$ cat src/rtl/jt49_sdm_dac.sv
// jt49_sdm_dac: output stage of the JT49 audio path.
// Turns a signed, DC-free sample back into an unsigned level and drives a
// first-order sigma-delta bitstream. The mid-scale offset is brought in and
// out through a slow ramp, so power-up, mute and unmute produce no pop.
module jt49_sdm_dac #(
  parameter int DW       = 8,
  parameter int RAMP_DIV = 4
) (
  input  logic          clk,
  input  logic          rst_n,
  input  logic          cen,
  input  logic [DW-1:0] din,
  input  logic          mute,
  output logic [DW-1:0] level,
  output logic          ready,
  output logic          dout
);

  typedef enum logic [1:0] {
    MUTED     = 2'd0,
    RAMP_UP   = 2'd1,
    RUN       = 2'd2,
    RAMP_DOWN = 2'd3
  } state_t;

  // A one-step prescaler still needs a 1-bit counter to stay well formed.
  localparam int            CW      = (RAMP_DIV > 1) ? $clog2(RAMP_DIV) : 1;
  localparam logic [CW-1:0] CNT_MAX = CW'(RAMP_DIV - 1);
  localparam logic [CW-1:0] CNT_ONE = CW'(32'd1);
  localparam logic [DW-1:0] OFF_MID = DW'(32'd1 << (DW - 1));
  localparam logic [DW-1:0] OFF_ONE = DW'(32'd1);

  state_t          state_r, state_s;
  logic [DW-1:0]   off_r, off_s;
  logic [CW-1:0]   cnt_r, cnt_s;
  logic [DW-1:0]   acc_r;
  logic [DW-1:0]   level_s;
  logic [DW:0]     sum_s;
  logic            step_s;

  // Ramp FSM: next state, offset and prescaler count.
  always_comb begin
    state_s = state_r;
    off_s   = off_r;
    cnt_s   = cnt_r;
    step_s  = (cnt_r == CNT_MAX);
    case (state_r)
      MUTED: begin
        off_s = '0;
        cnt_s = '0;
        if (!mute) state_s = RAMP_UP;
        else       state_s = MUTED;
      end
      RAMP_UP: begin
        if (mute) begin
          // Reverse direction without touching the offset.
          state_s = RAMP_DOWN;
          cnt_s   = '0;
        end else if (off_r == OFF_MID) begin
          // Already at mid-scale (unmute right at the top of a ramp-down).
          state_s = RUN;
          cnt_s   = '0;
        end else if (step_s) begin
          cnt_s = '0;
          off_s = off_r + OFF_ONE;
          if (off_s == OFF_MID) state_s = RUN;
          else                  state_s = RAMP_UP;
        end else begin
          cnt_s = cnt_r + CNT_ONE;
        end
      end
      RUN: begin
        off_s = OFF_MID;
        cnt_s = '0;
        if (mute) state_s = RAMP_DOWN;
        else      state_s = RUN;
      end
      RAMP_DOWN: begin
        if (!mute) begin
          // Resume rising from wherever the offset is now.
          state_s = RAMP_UP;
          cnt_s   = '0;
        end else if (off_r == '0) begin
          // Muted right at the bottom of a ramp-up: nothing left to remove.
          state_s = MUTED;
          cnt_s   = '0;
        end else if (step_s) begin
          cnt_s = '0;
          off_s = off_r - OFF_ONE;
          if (off_s == '0) state_s = MUTED;
          else             state_s = RAMP_DOWN;
        end else begin
          cnt_s = cnt_r + CNT_ONE;
        end
      end
      default: begin
        state_s = MUTED;
        off_s   = '0;
        cnt_s   = '0;
      end
    endcase
  end

  // Level source: audio with MSB flipped in RUN, ramp offset otherwise.
  always_comb begin
    level_s = off_r;
    if (state_r == RUN) level_s = {~din[DW-1], din[DW-2:0]};
    else                level_s = off_r;
  end

  // Modulator adder: the carry out of acc+level is the next output bit.
  always_comb begin
    sum_s = {1'b0, acc_r} + {1'b0, level};
  end

  // State, level and modulator registers; everything advances only on cen.
  always_ff @(posedge clk or negedge rst_n) begin
    if (!rst_n) begin
      state_r <= MUTED;
      off_r   <= '0;
      cnt_r   <= '0;
      acc_r   <= '0;
      level   <= '0;
      ready   <= 1'b0;
      dout    <= 1'b0;
    end else if (cen) begin
      state_r <= state_s;
      off_r   <= off_s;
      cnt_r   <= cnt_s;
      level   <= level_s;
      ready   <= (state_s == RUN);
      acc_r   <= sum_s[DW-1:0];
      dout    <= sum_s[DW];
    end
  end

endmodule

$ cat config.mk
export PLATFORM = sky130hd
export DESIGN_NAME = jt49_sdm_dac
export DESIGN_NICKNAME = d
export VERILOG_FILES = /design/src/rtl/jt49_sdm_dac.sv
export SDC_FILE = /design/constraint.sdc
export NUM_CORES = 1
export LEC_CHECK = 0
export CAP_MARGIN = 20
export CORE_MARGIN = 4
export CORE_UTILIZATION = 50
export CTS_CLUSTER_SIZE = 16
export DETAILED_ROUTE_END_ITERATION = 8
export PLACE_DENSITY = 0.72
export RECOVER_POWER = 100
export SKIP_LAST_GASP = 1
export SLEW_MARGIN = 20
export SYNTH_ARGS = -nofsm -noshare
export SYNTH_HDL_FRONTEND = slang
export SYNTH_SLANG_ARGS = --single-unit
$ cat constraint.sdc
create_clock -name clk -period 2.33 [get_ports clk]
set_input_delay 0.466 -clock clk [delete_from_list [all_inputs] [get_ports clk]]
set_output_delay 0.466 -clock clk [all_outputs]
set_load 0.1 [all_outputs]
==> flow_summary.yaml <==
timing:
  min_period_ns: 2.22
  rsz0062_at_grt: "no"
  clock.fmax_mhz: 451
  worstMarginPinSlew_ns: 1.16
  fin_setup_tns_ns: 0
  skew_ns: 0.0109
  hold_viol: 0
  drv_slew: 0
  finalCritPeriodShare_pct: 95.1
  setup_viol: 0
  relSlewSlack_pct: 22.8
synthesis:
  synth_warnings: 0
  synth_fp_nets: 269
  netlist_area_mm2: 0.00215
  synth_top_flop_cell: "dfrtp_1"
  ys_seq_elements: 30
  synthArstFlopShare_pct: 100
  ys_types: 55
  synthCells: 243
  yosysSeqAreaShare_pct: 34.9
  synth-edff-count: 0
  syn_area_per_cell_um2: 8.85
cts:
  cts.sinks: 30
  hold_buffers: 0
  max-clock-path-buffers: 2
  htreeDepth: 2
  clk_pin_slew_ns: 0.06
  cts_resized: 0
  postCtsSetupBuffers: 0
  cts_tree: "built"
  cts-root-buf: "clkbuf_8"
  insertion_delay_ns: 0.30
  cts_made_buffers: 5
global_route:
  antenna_found_initial: 0
  grt_max_degree: 31
  grt_pass1_vias: 1843
  overflow: 0
  grt_pass1_wl_mm: 8.62
  grt_usage_pct: 20.8
floorplan:
  initial_core_util_pct: 52.6
  coreArea_mm2: 0.00409
  placementRows: 23
  fp.dieH_um: 73.6
  die_w_um: 73.6
  die-area_mm2: 0.00541
  ioPinCount: 22
route:
  wl_per_cell_um: 15.5
  drt-initial-drc-count: 133
  first_pass_iters: 4
  viasPerCell: 5.88
  ant_nets: 0
  vias: 1893
  wirelength_mm: 4.98
  drc: 0
power:
  peakVddDrop_mv: 0.784
  power.density_mw_per_mm2: 972
  leakage_nw: 1.05
critical_path:
  endpoint_kind: "flop"
  path_cells: "inv_1, ha_1, or3b_1, o311ai_4, a21oi_4, a221oi_2, o22a_1"
  slowest_stage: "dfrtp_1"
  required_ns: 2.56
  worstPathArrival_ns: 2.45
  crit_family: "compound AO/OA/AOI/OAI gates"
  critPathKind: "reg2reg"
  cp_max_fo: 9
  ff2ff_setup_slack_ns: 0.11
  startpoint_type: "flop"
  slowest_delay_ns: 0.43
  crit_buf_inv: 1
cells_and_area:
  syn2layout_area_growth_pct: 15.7
  fin_cells: 322
  final_layout_size_suffix_gt1_share_pct: 15.4
  diodes: 0
  nNetsFinal: 297
placed_design:
  dp.cells: 314
  port_buffers: 21
  dp.final_hpwl_mm: 3.65
  place.gp.congestion: 0.836
job:
  cap_violations: 0
run_status:
  run_status: "finished clean"
min_path:
  min_path_type: "reg2reg"
-- cells by family (layout without fill, tap and decap cells) --
family	after synthesis	after routing	synth area share [%]
adders and majority gates	14	14	8.49
AOI/OAI and AO/OA	64	64	21.3
xor gates and xnor gates	6	6	2.44
muxes	12	12	5.76
buffers and inverters	27	56	5.76
and+or+nand+nor	90	90	21.4
DFF	30	30	34.9
-- state kept, by name, indices dropped and copies added (netlist names) --
signal	cells
acc_r	8
level	8
off_r	8
cnt_r	2
state_r	2
dout	1
ready	1
-- final timing paths --
kind	to	start	cells after the start
min in group asynchronous	level[4]	rst_n	2
worst min register to register	ready	ready	1
max in group asynchronous	level[0]	rst_n	2
worst max register to register	off_r[7]	off_r[0]	7
worst min-delay path	ready	ready	1
worst max-delay path	off_r[7]	off_r[0]	7
-- area by class of cell --
class	count	area, µm²
fill	386	1600
multi-input combinational	186	1280
sequential	30	753
timing repair buffer	36	256
clock buffer	6	82.6
tap	50	62.6
inverter	12	45.0
clock inverter	2	12.5
-- synth_stat cells, types with 2 or more instances --
cell | instances | area, µm²
o21ai_0 | 10 | 50.1
dfrtp_1 | 30 | 751
a211oi_1 | 4 | 30.0
nand4_1 | 3 | 18.8
nand2_1 | 19 | 71.3
nor2b_1 | 5 | 31.3
buf_6 | 2 | 22.5
nor3_1 | 7 | 35.0
mux2_2 | 3 | 33.8
a31o_2 | 2 | 17.5
o2bb2ai_1 | 2 | 17.5
or3_1 | 5 | 31.3
o31ai_1 | 5 | 37.5
buf_2 | 3 | 15.0
nor4_1 | 3 | 18.8
nand2b_1 | 4 | 25.0
o21a_1 | 3 | 22.5
a31oi_1 | 3 | 18.8
ha_1 | 13 | 163
xor2_1 | 2 | 17.5
mux2i_1 | 9 | 90.1
o2111ai_1 | 3 | 26.3
clkbuf_1 | 8 | 30.0
a21oi_1 | 19 | 95.1
xnor2_1 | 4 | 35.0
nand3_1 | 11 | 55.1
inv_1 | 11 | 41.3
nor2_1 | 22 | 82.6
or4_1 | 2 | 15.0
-- through the flow --
| step | instance area [µm²] | total power [mW] | hold slack, ns | worst slack [ns] | utilization (%) |
|---|---|---|---|---|---|
| after CTS | 2530 | 2.46 | 0.499 | 0.130 | 61.9 |
| after global routing | 2490 | 2.62 | 0.520 | 0.00444 | 60.9 |
| after floorplan | 2150 | 1.70 | 0.170 | 0.0143 | - |
| after detailed placement | 2430 | 1.98 | 0.490 | 0.112 | 59.6 |
| final | 2490 | 2.42 | 0.491 | 0.114 | 60.9 |
| after global placement | 2430 | 1.95 | 0.473 | 0.146 | 59.6 |
-- per-layer routing --
layer	track usage, %	routed length [µm]	up-vias
li1	-	-	942
met4	10.1	97	0
met5	0	0	-
met3	3.28	291	7
met1	28.3	2320	891
met2	32.1	2280	53
-- power breakdown --
part           total, mW  internal (mW)  leakage (nW)  switching, mW
sequential         0.754          0.657         0.329         0.0969
combinational       1.21          0.477         0.670          0.735
clock              0.454          0.237        0.0472          0.217
-- placed cells by master (no fill, tap or decap), types with 3 or more instances in the layout --
master	synthesis	routed
clkbuf_8	0	6
o21a_1	3	3
mux2i_1	9	9
a31oi_1	3	3
clkbuf_2	0	9
clkdlybuf4s50_1	0	9
o2111ai_1	3	3
nand2b_1	4	4
a21oi_1	19	19
clkbuf_1	8	5
a211oi_1	4	4
o31ai_1	5	5
nor4_1	3	3
or3_1	5	5
dfrtp_1	30	28
nand4_1	3	3
nor3_1	7	7
inv_1	11	11
nor2_1	22	22
nand3_1	11	11
mux2_2	3	3
nor2b_1	5	5
xnor2_1	4	4
ha_1	13	13
o21ai_0	10	10
nand2_1	19	19
buf_4	1	11
(Power assumes the default switching activity.)
